--- src/rtl/fifo_sync_param.sv ---
// fifo_sync_param: parametrised single-clock synchronous FIFO.
// Programmable almost-full/almost-empty thresholds, registered occupancy count,
// one-cycle overflow/underflow pulses for rejected requests.
// Optional feature macro: FIFO_FWFT_EN selects first-word-fall-through output;
// when undefined, dout is registered with one cycle of read latency.
module fifo_sync_param #(
  parameter int DATA_W    = 8,
  parameter int DEPTH     = 16,
  parameter int AFULL_TH  = 14,
  parameter int AEMPTY_TH = 2
) (
  input  logic                     clk,
  input  logic                     rst_n,
  input  logic                     wen,
  input  logic                     ren,
  input  logic [DATA_W-1:0]        din,
  output logic [DATA_W-1:0]        dout,
  output logic                     full,
  output logic                     empty,
  output logic                     almost_full,
  output logic                     almost_empty,
  output logic [$clog2(DEPTH):0]   count,
  output logic                     overflow,
  output logic                     underflow
);

  localparam int AW = $clog2(DEPTH);
  localparam int CW = AW + 1;

  logic [DATA_W-1:0] r_mem [DEPTH];
  logic [AW-1:0]     r_wr_ptr;
  logic [AW-1:0]     r_rd_ptr;
  logic [CW-1:0]     r_count;
  logic              r_full;
  logic              r_empty;
  logic              r_afull;
  logic              r_aempty;
  logic              r_ovf;
  logic              r_udf;

  logic              w_rd_acc;
  logic              w_wr_acc;
  logic [CW-1:0]     w_count_nxt;

  // A read frees a slot in the same edge, so a full FIFO still accepts a
  // write when a read is accepted alongside it.
  assign w_rd_acc    = ren & ~r_empty;
  assign w_wr_acc    = wen & (~r_full | w_rd_acc);
  assign w_count_nxt = r_count + CW'(w_wr_acc) - CW'(w_rd_acc);

  // Storage: written only on accepted writes, never reset.
  always_ff @(posedge clk) begin
    if (w_wr_acc) r_mem[r_wr_ptr] <= din;
  end

  // Pointers wrap naturally at DEPTH since DEPTH is a power of two.
  always_ff @(posedge clk or negedge rst_n) begin
    if (!rst_n) begin
      r_wr_ptr <= '0;
      r_rd_ptr <= '0;
    end else begin
      if (w_wr_acc) r_wr_ptr <= r_wr_ptr + AW'(1);
      if (w_rd_acc) r_rd_ptr <= r_rd_ptr + AW'(1);
    end
  end

  // Occupancy and all flags are registered from the next-state count.
  always_ff @(posedge clk or negedge rst_n) begin
    if (!rst_n) begin
      r_count  <= '0;
      r_full   <= 1'b0;
      r_empty  <= 1'b1;
      r_afull  <= 1'b0;
      r_aempty <= 1'b1;
    end else begin
      r_count  <= w_count_nxt;
      r_full   <= (w_count_nxt == CW'(DEPTH));
      r_empty  <= (w_count_nxt == '0);
      r_afull  <= (w_count_nxt >= CW'(AFULL_TH));
      r_aempty <= (w_count_nxt <= CW'(AEMPTY_TH));
    end
  end

  // Rejection pulses: one cycle per rejected request, re-pulsing while it persists.
  always_ff @(posedge clk or negedge rst_n) begin
    if (!rst_n) begin
      r_ovf <= 1'b0;
      r_udf <= 1'b0;
    end else begin
      r_ovf <= wen & ~w_wr_acc;
      r_udf <= ren & ~w_rd_acc;
    end
  end

`ifdef FIFO_FWFT_EN
  // Head word is visible whenever the FIFO holds data; zero when empty.
  assign dout = r_empty ? '0 : r_mem[r_rd_ptr];
`else
  logic [DATA_W-1:0] r_dout;

  // Registered read port: updates only on an accepted read, otherwise holds.
  always_ff @(posedge clk or negedge rst_n) begin
    if (!rst_n)        r_dout <= '0;
    else if (w_rd_acc) r_dout <= r_mem[r_rd_ptr];
  end

  assign dout = r_dout;
`endif

  assign full         = r_full;
  assign empty        = r_empty;
  assign almost_full  = r_afull;
  assign almost_empty = r_aempty;
  assign count        = r_count;
  assign overflow     = r_ovf;
  assign underflow    = r_udf;

endmodule

--- config.mk ---
export PLATFORM = sky130hd
export DESIGN_NAME = fifo_sync_param
export DESIGN_NICKNAME = d
export VERILOG_FILES = /design/src/rtl/fifo_sync_param.sv
export SDC_FILE = /design/constraint.sdc
export NUM_CORES = 1
export LEC_CHECK = 0
export ABC_CLOCK_PERIOD_IN_PS = 3560
export CORE_MARGIN = 10
export CORE_UTILIZATION = 32
export CTS_BUF_LIST = sky130_fd_sc_hd__clkbuf_4 sky130_fd_sc_hd__clkbuf_8 sky130_fd_sc_hd__clkbuf_16
export DETAILED_ROUTE_END_ITERATION = 6
export GPL_TIMING_DRIVEN = 0
export PLACE_DENSITY = 0.59
export RECOVER_POWER = 25
export SYNTH_ARGS = -nofsm -noshare
export SYNTH_HDL_FRONTEND = slang
export SYNTH_SLANG_ARGS = --single-unit
--- constraint.sdc ---
create_clock -name clk -period 3.56 [get_ports clk]
set_clock_uncertainty 0.1 [all_clocks]
set_input_delay 0.712 -clock clk [delete_from_list [all_inputs] [get_ports clk]]
set_output_delay 0.712 -clock clk [all_outputs]
set_load 0.01 [all_outputs]
==> impl_metrics.yaml <==
status:
  status: "complete, but fails checks"
  violations: "max-capacitance violations, max-slew violations"
critical_path:
  cp_data_required_time_ns: 3.77
  rrSetupSlack_ns: 0.58
  critical_path_class: "in2reg"
  critPathMaxFanout: 10
  end_kind: "flop"
  crit_arrival_ns: 3.55
  rr_worst_depth: 12
  start_kind: "input port"
clock_tree:
  clock_path_buffers: 2
  h-tree-depth: 4
  insertion_delay_ns: 0.42
  cts-root-buf: "clkbuf_16"
  cts_num_sinks: 155
  cts_tree: "yes"
  path_clk_slew_ns: 0.06
  numCtsBuffers: 17
  hold_buffers: 0
final_layout:
  drive_above_1_share: 0.1028
  area_delta_synth_final_pct: 18.52
  fin_cells: 722
  diodes: 0
  fill_cells: 1824
  finalInstanceArea_um2: 7440
  nets: 468
grt:
  grt.total_usage: 0.1104
  antenna_found_initial: 0
  grt_max_degree: 28
  grt_pass1_wl_mm: 21.38
  grt_pass1_vias: 3662
  grt_overflow_total: 0
placement:
  dpl_cell_area_um2: 6909
  io_buffers: 30
  dpl.hpwl_mm: 9.380
  dpl.cell_count: 690
  routabilityCongestion: 0.7883
  place_ws_ns: -0.4611
sta:
  relSlewSlack: -0.07236
  setup_viol: 0
  period_minus_slack_ns: 3.342
  setup_ws_ns: 0.2184
  drv_slew: 28
  post-route-period-util: 0.9387
  clock.fmax_ghz: 0.2993
  rsz0062_at_grt: "false"
  final.setup.tns_ns: 0
  finalHoldViolCount: 0
  tightest_slew_ns: 1.609
floorplanning:
  die-area_um2: 25620
  die_h_um: 160.1
  fp.dieW_um: 160.1
  initial_utilization: 0.3236
  io_pins: 31
  coreArea_um2: 19400
  rows: 51
drt:
  drc: 0
  firstDrtPassIters: 4
  antenna_left: 0
  num_vias: 3424
  wl_mm: 13.77
  first_iter_violations: 229
  vias_per_cell: 4.742
  wire_per_inst_um: 19.07
synth:
  synth_nets: 418
  netlist_instances: 395
  synth_edf_count: 128
  ys.flop_type: "edfxtp_1"
  synth_warnings: 0
  seq_area_frac_synth: 0.7204
  avgSynthCellArea_um2: 15.89
  ys_ff_latch: 155
  ys_types: 38
  syn_area_um2: 6277
  ys_async_sr_fraction: 0.1742
power_and_ir_drop:
  power_density_nw_per_um2: 831.5
  ir_drop_v: 0.0003213
  p_leak_nw: 2.693
job:
  maxCapViolCount: 1
worst_hold_path:
  hold_path.class: "reg2reg"
  hold_depth: 2
[where the power goes]
group	internal [W]	switching, W
Combinational	0.000902	0.00123
Clock	0.000951	0.000658
Sequential	0.00229	0.000153
Total	0.00415	0.00204
[cells in the final DEF, fill, tap and decap left out, types with 7 or more instances in the layout]
cell / count
clkbuf_16: 17
inv_1: 9
buf_2: 8
nand2_1: 30
mux2i_1: 64
ha_1: 10
a21oi_1: 17
nand3_1: 25
a22oi_1: 16
dfrtp_1: 25
clkdlybuf4s50_1: 25
and2_1: 14
edfxtp_1: 128
xnor2_1: 7
[kinds of logic after synthesis]
family                   after synthesis  share of synthesized area
AND/OR/NAND/NOR                       87                    0.07255
AO/OA/AOI/OAI                         40                    0.04226
XOR/XNOR                              10                    0.01634
flip-flops                           155                     0.7204
multiplexers                          64                     0.1021
adder cells (fa/ha/maj)               11                    0.02312
buffers and inverters                 28                    0.02332
[worst max-delay path, cell delays in order]
cell and delay (ns):
clkdlybuf4s50_1 0.51, nand2b_1 0.15, a21boi_2 0.20, buf_4 0.19
inv_1 0.05, ha_1 0.26, inv_1 0.04, ha_1 0.20
fa_1 0.41, a21o_1 0.19, a21oi_2 0.19, xnor2_2 0.14
nor3_1 0.30
[area by class of cell]
type	count	area, um^2	share of cell area
clock inverters	12	82.58	0.01110
plain buffers	19	115.1	0.01547
well taps	265	331.6	0.04457
clock buffers	19	440.4	0.05920
flip-flops and latches	155	4522	0.6078
multi-input cells	212	1613	0.2168
inverters	9	33.78	0.004541
repair buffers	31	301.5	0.04053
[state kept, by name, indices dropped and copies added (netlist names)]
| name | count |
|---|---|
| r_mem | 128 |
| dout | 8 |
| count | 5 |
| r_rd_ptr | 4 |
| r_wr_ptr | 4 |
| almost_empty | 1 |
| almost_full | 1 |
| empty | 1 |
| full | 1 |
| overflow | 1 |
| underflow | 1 |
[through the flow]
step,hold slack (ns),util,power (W)
after floorplan,0.3164,-,0.003865
after global placement,0.3731,0.3562,0.004569
after detailed placement,0.3728,0.3562,0.004625
after CTS,0.3856,0.3833,0.006239
after global routing,0.4331,0.3835,0.006535
final,0.3850,0.3835,0.006186
[worst paths after layout]
kind / to / start
worst min register to register: dout[5]$_DFFE_PN0P_ / dout[5]$_DFFE_PN0P_
max in group asynchronous: dout[6]$_DFFE_PN0P_ / rst_n
worst min-delay path: dout[5]$_DFFE_PN0P_ / dout[5]$_DFFE_PN0P_
worst max-delay path: empty$_DFF_PN1_ / ren
min in group asynchronous: almost_full$_DFF_PN0_ / rst_n
worst max register to register: empty$_DFF_PN1_ / empty$_DFF_PN1_
[Yosys cell counts (2+ instances only)]
library cell  number  area [um^2]
xnor2_2            2        32.53
clkbuf_1           4        15.01
buf_4              2        15.01
and4_1             4        35.03
nand2_1           30        112.6
nor2b_1            2        12.51
edfxtp_1         128         3844
buf_6              3        33.78
buf_2              9        45.04
dfrtp_1           25        625.6
a21o_1             2        15.01
a22oi_1           16        120.1
nor3b_1            2        15.01
and2_1            14        87.58
a21oi_1           17        85.08
mux2i_1           64        640.6
and3b_1            2        17.52
ha_1              10        125.1
nand3_1           25        125.1
dfstp_2            2        52.55
xnor2_1            7        61.31
inv_1              9        33.78
[what timing repair did]
action | CTS | global route
endpoints found under the hold margin | 0 | 0
setup buffers | 0 | 1
setup endpoints to repair | 1 | 3
gates resized for setup | 1 | 2
pin swaps | 0 | 2
[routing by layer]
layer,vias up,GRT usage,part of all wire
li1,1589,-,-
met1,1734,0.1302,0.43
met2,78,0.1880,0.52
met3,23,0.02776,0.040
met4,0,0.04508,0.017
met5,-,0,0
No activity file was read; power rests on OpenSTA's default activity.
